<file path="src/rtl/pifo_flow_scheduler.sv">
// Per-flow packet scheduler driving an attached pifo_set.
// Keeps one PIFO entry per backlogged flow; reinserts the head while it still has packets.
module pifo_flow_scheduler #(
  parameter int NUM_FLOWS    = 16,
  parameter int MAX_PRIORITY = 256,
  parameter int PRIO_WIDTH   = $clog2(MAX_PRIORITY),
  parameter int FLOW_WIDTH   = $clog2(NUM_FLOWS + 1),
  parameter int CNT_WIDTH    = 8,
  parameter int BL_WIDTH     = CNT_WIDTH + $clog2(NUM_FLOWS)
) (
  input  logic                  clk,
  input  logic                  reset,
  input  logic                  i__enable,
  input  logic                  i__flush,
  input  logic                  i__arr_valid,
  input  logic [FLOW_WIDTH-1:0] i__arr_flow_id,
  output logic                  o__arr_ready,
  input  logic                  i__deq_req,
  output logic                  o__deq_ready,
  output logic                  o__deq_valid,
  output logic [FLOW_WIDTH-1:0] o__deq_flow_id,
  output logic [BL_WIDTH-1:0]   o__backlog,
  input  logic                  i__cfg_we,
  input  logic [FLOW_WIDTH-1:0] i__cfg_flow_id,
  input  logic [PRIO_WIDTH-1:0] i__cfg_priority,
  output logic                  o__pifo_push_valid,
  output logic [PRIO_WIDTH-1:0] o__pifo_push_priority,
  output logic [FLOW_WIDTH-1:0] o__pifo_push_flow_id,
  input  logic                  i__pifo_ready,
  input  logic                  i__pifo_pop_valid,
  input  logic [FLOW_WIDTH-1:0] i__pifo_pop_flow_id,
  output logic                  o__pifo_pop,
  output logic                  o__pifo_reinsert_valid,
  output logic [PRIO_WIDTH-1:0] o__pifo_reinsert_priority,
  output logic                  o__pifo_clear_all
);

  localparam int IW = (NUM_FLOWS > 1) ? $clog2(NUM_FLOWS) : 1;
  localparam logic [FLOW_WIDTH-1:0] NF = FLOW_WIDTH'(NUM_FLOWS);

  typedef enum logic [1:0] {
    IDLE,
    RUN,
    FLUSH
  } state_t;

  state_t                state;
  logic [CNT_WIDTH-1:0]  cnt     [NUM_FLOWS];
  logic [CNT_WIDTH-1:0]  cnt_nxt [NUM_FLOWS];
  logic [NUM_FLOWS-1:0]  active;
  logic [PRIO_WIDTH-1:0] prio    [NUM_FLOWS];

  logic [IW-1:0] fi;
  logic [IW-1:0] hi;
  logic [IW-1:0] ci;
  logic          f_ok;
  logic          h_ok;
  logic          c_ok;
  logic          flushing;
  logic          grant;
  logic          head_hit;
  logic          accept;

  assign fi = i__arr_flow_id[IW-1:0];
  assign hi = i__pifo_pop_flow_id[IW-1:0];
  assign ci = i__cfg_flow_id[IW-1:0];

  assign f_ok = i__arr_flow_id < NF;
  assign h_ok = i__pifo_pop_flow_id < NF;
  assign c_ok = i__cfg_flow_id < NF;

  assign flushing = state == FLUSH;

  assign o__deq_ready = (state == RUN) && i__pifo_pop_valid && h_ok;
  assign grant = i__deq_req && o__deq_ready;

  // The head flow being dequeued needs no PIFO slot: its reinsert covers it.
  assign head_hit = grant && (i__arr_flow_id == i__pifo_pop_flow_id);

  assign o__arr_ready = !flushing && f_ok
                     && (cnt[fi] != '1)
                     && (active[fi] || i__pifo_ready || head_hit);
  assign accept = i__arr_valid && o__arr_ready;

  assign o__pifo_push_valid    = accept && !active[fi] && !head_hit;
  assign o__pifo_push_priority = prio[fi];
  assign o__pifo_push_flow_id  = i__arr_flow_id;

  assign o__pifo_pop = grant;
  assign o__pifo_reinsert_valid = grant
    && ((cnt[hi] > CNT_WIDTH'(1)) || (accept && head_hit));
  assign o__pifo_reinsert_priority = prio[hi];

  assign o__pifo_clear_all = flushing;

  // Next per-flow packet count: +1 on arrival, -1 on grant, unchanged if both.
  always_comb begin
    for (int g = 0; g < NUM_FLOWS; g++) begin
      cnt_nxt[g] = cnt[g];
      if (accept && fi == IW'(g) && !(grant && hi == IW'(g)))
        cnt_nxt[g] = cnt[g] + CNT_WIDTH'(1);
      else if (grant && hi == IW'(g) && !(accept && fi == IW'(g)))
        cnt_nxt[g] = cnt[g] - CNT_WIDTH'(1);
    end
  end

  // Control FSM, per-flow counts, backlog and the registered grant outputs.
  always_ff @(posedge clk or posedge reset) begin
    if (reset) begin
      state          <= IDLE;
      active         <= '0;
      o__backlog     <= '0;
      o__deq_valid   <= 1'b0;
      o__deq_flow_id <= '0;
      for (int g = 0; g < NUM_FLOWS; g++)
        cnt[g] <= '0;
    end else begin
      o__deq_valid <= grant;
      if (grant)
        o__deq_flow_id <= i__pifo_pop_flow_id;

      if (i__flush && state != FLUSH) begin
        state <= FLUSH;
      end else begin
        unique case (state)
          IDLE:    if (i__enable) state <= RUN;
          RUN:     if (!i__enable) state <= IDLE;
          FLUSH:   state <= IDLE;
          default: state <= IDLE;
        endcase
      end

      if (flushing) begin
        active     <= '0;
        o__backlog <= '0;
        for (int g = 0; g < NUM_FLOWS; g++)
          cnt[g] <= '0;
      end else begin
        for (int g = 0; g < NUM_FLOWS; g++) begin
          cnt[g]    <= cnt_nxt[g];
          active[g] <= cnt_nxt[g] != '0;
        end
        if (accept && !grant)
          o__backlog <= o__backlog + BL_WIDTH'(1);
        else if (grant && !accept)
          o__backlog <= o__backlog - BL_WIDTH'(1);
      end
    end
  end

  // Priority table; survives flush, new values apply to later inserts only.
  always_ff @(posedge clk or posedge reset) begin
    if (reset) begin
      for (int g = 0; g < NUM_FLOWS; g++)
        prio[g] <= '0;
    end else if (i__cfg_we && c_ok) begin
      prio[ci] <= i__cfg_priority;
    end
  end

endmodule

</file>
<file path="config.mk">
export PLATFORM = sky130hd
export DESIGN_NAME = pifo_flow_scheduler
export DESIGN_NICKNAME = d
export VERILOG_FILES = /design/src/rtl/pifo_flow_scheduler.sv
export SDC_FILE = /design/constraint.sdc
export NUM_CORES = 1
export LEC_CHECK = 0
export CORE_MARGIN = 1
export CORE_UTILIZATION = 26
export CTS_CLUSTER_SIZE = 25
export DETAILED_ROUTE_END_ITERATION = 10
export PLACE_DENSITY_LB_ADDON = 0.1
export SLEW_MARGIN = 40
export SYNTH_ARGS = -nofsm -noshare
export SYNTH_HDL_FRONTEND = slang
export SYNTH_SLANG_ARGS = --single-unit
</file>
<file path="constraint.sdc">
create_clock -name clk -period 13.08 [get_ports clk]
set_input_delay 2.616 -clock clk [delete_from_list [all_inputs] [get_ports clk]]
set_output_delay 2.616 -clock clk [all_outputs]
set_load 0.01 [all_outputs]
</file>
Word-level counts from Yosys, hierarchy flattened --
Cells that the tools add are included.
Cells by class: divide/modulo/power cells 0, shift-type cells 0, multipliers 0, $lt $le $gt $ge 9, reduce and logical (&&, ||, !) cells 142, mux-type cells 58, bitwise logic cells 3, add/sub/neg operators 34, eq/ne operators 37
Operators with widths (number):
- $mux 8 | 41
- $add 8x1->8 const B | 16
- $bmux 8 s4 | 4
- $bwmux 128 | 1
- $mux 128 | 1
- $reduce_bool 8->1 | 16
- $sub 8x1->8 const B | 16
- $logic_and 1x1->1 | 81
- $eq 4x4->1 const B | 16
- $logic_not 1->1 | 37
- $mux 12 | 3
- $demux 8 s4 | 1
- $eq 4x3->1 const B | 8
- $eq 4x2->1 const B | 4
- $mux 16 | 1
- $ge 5x5->1 const B | 3
- $lt 5x5->1 const B | 3
- $not 4->5 | 3
- $add 12x1->12 const B | 1
- $sub 12x1->12 const B | 1
- $eq 4x1->1 const B | 2
- $gt 8x1->1 const B | 1
- $logic_not 4->1 | 2
- $ne 8x8->1 const B | 1
- other kinds (16) | 20
Word-level totals: memory bits (writable) 0, register bits 292, logic and storage cells 320, bits in latches 0, input bits 32, memories kept 0, memory bits (read-only) 0

Depth between registers and ports, before layout --
word-level depth 15, gate-level depth with buffers 23

Worst setup path after synthesis --
OpenSTA, ideal clock, no wires.
path type input to output, start input port i__pifo_pop_flow_id[0], end output port o__pifo_reinsert_priority[7], arrival time 4.918 ns, buffers on the path 3, cell stages on the path 5, path slack 5.546 ns, cell sequence clkbuf_1 buf_1 buf_1 mux4_2 mux4_2
Between the ends: word-level cells in the longest chain between the ends 4
Ends and longest elaborated chain:
- from (decl) | RTL line 31 | input logic [FLOW_WIDTH-1:0] i__pifo_pop_flow_id,
- $not 4->5 (not written as such) | RTL line 92 | assign o__pifo_reinsert_priority = prio[hi];
- $bmux 8 s4 | RTL line 92
- $mux 8 (not written as such) (2 in series) | RTL line 92
- to (decl) | RTL line 34 | output logic [PRIO_WIDTH-1:0] o__pifo_reinsert_priority,
Every way passes these cells. The select of a mux whose other input is x is not followed.

Worst setup path after layout --
start input port i__arr_flow_id[3], end output port o__pifo_reinsert_valid
Between the ends: word-level cells in the longest chain between the ends 11, elaborated cells between the ends (all ways) 19, classes of those cells 1 x order compare; 2 x eq/ne; 5 x mux; 1 x bitwise; 10 x reduce/logical
Ends and longest elaborated chain:
- from (decl) | RTL line 16 | input logic [FLOW_WIDTH-1:0] i__arr_flow_id,
- $not 4->5 (not written as such) | RTL line 81 | && (cnt[fi] != '1)
- $bmux 8 s4 | RTL line 81
- $mux 8 (not written as such) (2 in series) | RTL line 81
- $ne 8x8->1 | RTL line 81
- $logic_and 1x1->1 | RTL line 81
- $logic_and 1x1->1 | RTL line 82 | && (active[fi] || i__pifo_ready || head_hit);
- $logic_and 1x1->1 | RTL line 83 | assign accept = i__arr_valid && o__arr_ready;
- $logic_and 1x1->1 (*) | RTL line 91 | && ((cnt[hi] > CNT_WIDTH'(1)) || (accept && head_hit));
- $logic_or 1x1->1 (*) | RTL line 91
- $logic_and 1x1->1 (*) | RTL line 91
- to (decl) | RTL line 33 | output logic o__pifo_reinsert_valid,
Every way passes the cells marked *; elsewhere a longest branch is shown, timed or not. The select of a mux whose other input is x is not followed.

==> results.txt <==
status - complete, no violations
CP Capture Type - output port
DRC errors left - 0
Setup-failing EPs final - 0
Die X - 270.8 µm
asr flop ratio synth - 1.000
Total Routing Usage GR - 0.1636
largest net degree at the start of global routing - 118
CTS Hold Bufs - 0
synth unique cells - 79
Yosys Warn Count - 0
VDD IR max - 0.00008908 V
core area - 71490 µm²
routability cong. - 0.8247
CP Launch Type - input port
FILL cells - 7351
synthesized area - 18790 µm²
Final nets - 1932
Layout Skew - 0.03150 ns
Crit Path Max Fanout - 24
starting density of the core - 0.2629
worst hold margin - 0.4784 ns
sequential fraction of the synthesis area - 0.3889
Final Max Tran Viols - 0
vias in the first global route - 14760
unrepaired setup endpoints after global routing - false
Worst Path Arrival - 5.91 ns
Avg Cell Area, Syn - 10.28 µm²
Worst Max-Slew Pin Slew - 0.9076 ns
global-route wire length before repair - 93.04 mm
Multi-input gate area - 10860 µm²
vias per cell - 5.159
Setup Buffers After CTS - 0
row count - 98
Max Cap Violations - 0
LEAKAGE - 0.008917 µW
Final Hold Fails - 0
cts repair resizes - 0
Post-synth EDFFs - 0
Routed WL - 59.88 mm
CTS clock-pin slew for the worst setup and hold paths - 0.05 ns
design area - 21920 µm²
clock latency on the worst-skew pair - 0.58 ns
fmax - 0.1173 GHz
die height - 270.8 µm
Setup CP Type - input port to output port
Post-Synthesis Net Count - 1903
drt pass-1 iters - 5
via count - 14640
most frequent cells after synthesis - dfrtp_1, nor2_1, mux2_2, nand2_1, xnor2_1
total CTS buffers - 40
Placed Area - 20480 µm²
post-synthesis sequential element count - 292
wire per inst - 21.10 µm
CTS Buffer Depth - 3
initial antenna violation count - 0
Hold Path Class - flip-flop to flip-flop
fin crit period - 8.527 ns
clock sinks - 292
Cells after Synth - 1827
number of port buffers - 76
root buffer cell - clkbuf_16
Slew headroom - 0.3949
PwrDens - 143.7 nW/µm²
area grow syn2layout - 16.65%
Synth Flop Type - dfrtp_1
Register Area - 7307 µm²
gr ovfl total - 0
count leader, synth - dfrtp_1
H-tree depth - 2
CP Data Required Time - 10.46 ns
number of diodes - 0
Fin Setup TNS - 0 ns
Final ANT Viol Nets - 0
layout cell share with drive strength beyond 1 - 0.1928
CTS tree - yes
cell taking the most area after synthesis - dfrtp_1
DRT iter0 DRCs - 830
fin crit share - 0.6519
Ports - 77
post-synth top area share - 0.3889
DP HPWL - 40.40 mm
die area - 73350 µm²
synth top area cells - dfrtp_1, mux4_2, mux2_2, xnor2_1, nor2_1
==> cell families (layout without fill, tap and decap cells) <==
logic type,after synthesis,after routing,share of synthesized area
mux,281,281,0.2159
compound gates,210,210,0.07971
flops,292,292,0.3889
fa+ha+maj,46,46,0.03076
simple gates,704,704,0.1892
buf+inv,166,227,0.03582
xor+xnor,128,128,0.05966
==> stage by stage <==
| stage | total power (µW) | std cells | util | setup slack (ns) |
|---|---|---|---|---|
| after floorplan | 1729 | 1827 | - | 2.402 |
| after detailed placement | 2001 | 2764 | 0.2866 | 4.610 |
| after global routing | 3332 | 2838 | 0.3066 | 4.468 |
| final | 3151 | 2838 | 0.3066 | 4.553 |
| after global placement | 1993 | 2763 | 0.2858 | 4.468 |
| after CTS | 3204 | 2838 | 0.3064 | 4.600 |
==> final timing paths <==
path                                    from                     end  slack (ns)  cells after the start
setup / recovery           i__arr_flow_id[3]  o__pifo_reinsert_valid        4.55                     11
hold / removal                      state[1]                state[0]        0.48                      1
setup reg to reg                    cnt[114]          o__backlog[11]        7.77                     20
hold reg to reg                     state[1]                state[0]        0.48                      1
max in group asynchronous              reset              active[15]        8.86                      4
min in group asynchronous              reset                prio[49]        2.66                      2
==> layout by cell type, fill, tap and decap left out, types with 40 or more instances in the layout <==
cell / synthesis / layout
dfrtp_1: 292 / 292
xnor2_1: 96 / 96
inv_1: 52 / 50
clkbuf_16: 0 / 40
nand4_1: 45 / 45
clkdlybuf4s50_1: 0 / 68
mux2i_1: 60 / 60
nor3_1: 46 / 44
nand3_1: 70 / 70
nand2_1: 131 / 131
nor2_1: 208 / 208
mux4_2: 86 / 86
mux2_2: 134 / 134
ha_1: 43 / 43
==> registers in the layout (all words and copies together), names as in the netlist <==
register	count
o__deq_valid	1
o__deq_flow_id	5
state	2
active	16
cnt	128
o__backlog	12
prio	128
==> final cells by class <==
cell class	count	share of cell area
Sequential cell	292	0.3334
Clock inverter	16	0.009875
Inverter	52	0.009590
Timing Repair Buffer	101	0.04292
Multi-Input combinational cell	1369	0.4953
Tap cell	950	0.05423
Clock buffer	58	0.05468
==> metal layers <==
metal  GRT usage  routed length (µm)
met1      0.2202               27580
met4     0.03583                 978
met3     0.02308                2246
met2      0.2766               29080
met5           0                   0
==> worst max-delay path, stage by stage <==
cell	delay, ns
buf_2	0.66
nor2b_1	0.57
o311ai_0	0.28
nor2_1	0.15
a211oi_1	0.07
nand4_1	0.25
nor2_1	0.11
nor2_1	0.17
nand2_1	0.07
a21oi_1	0.31
clkdlybuf4s50_1	0.62
==> where the power goes <==
| group | switching (µW) | internal [µW] |
|---|---|---|
| clock network | 451 | 719 |
| registers | 141 | 1040 |
| logic | 378 | 422 |
Power figures use the tool's default switching activity.
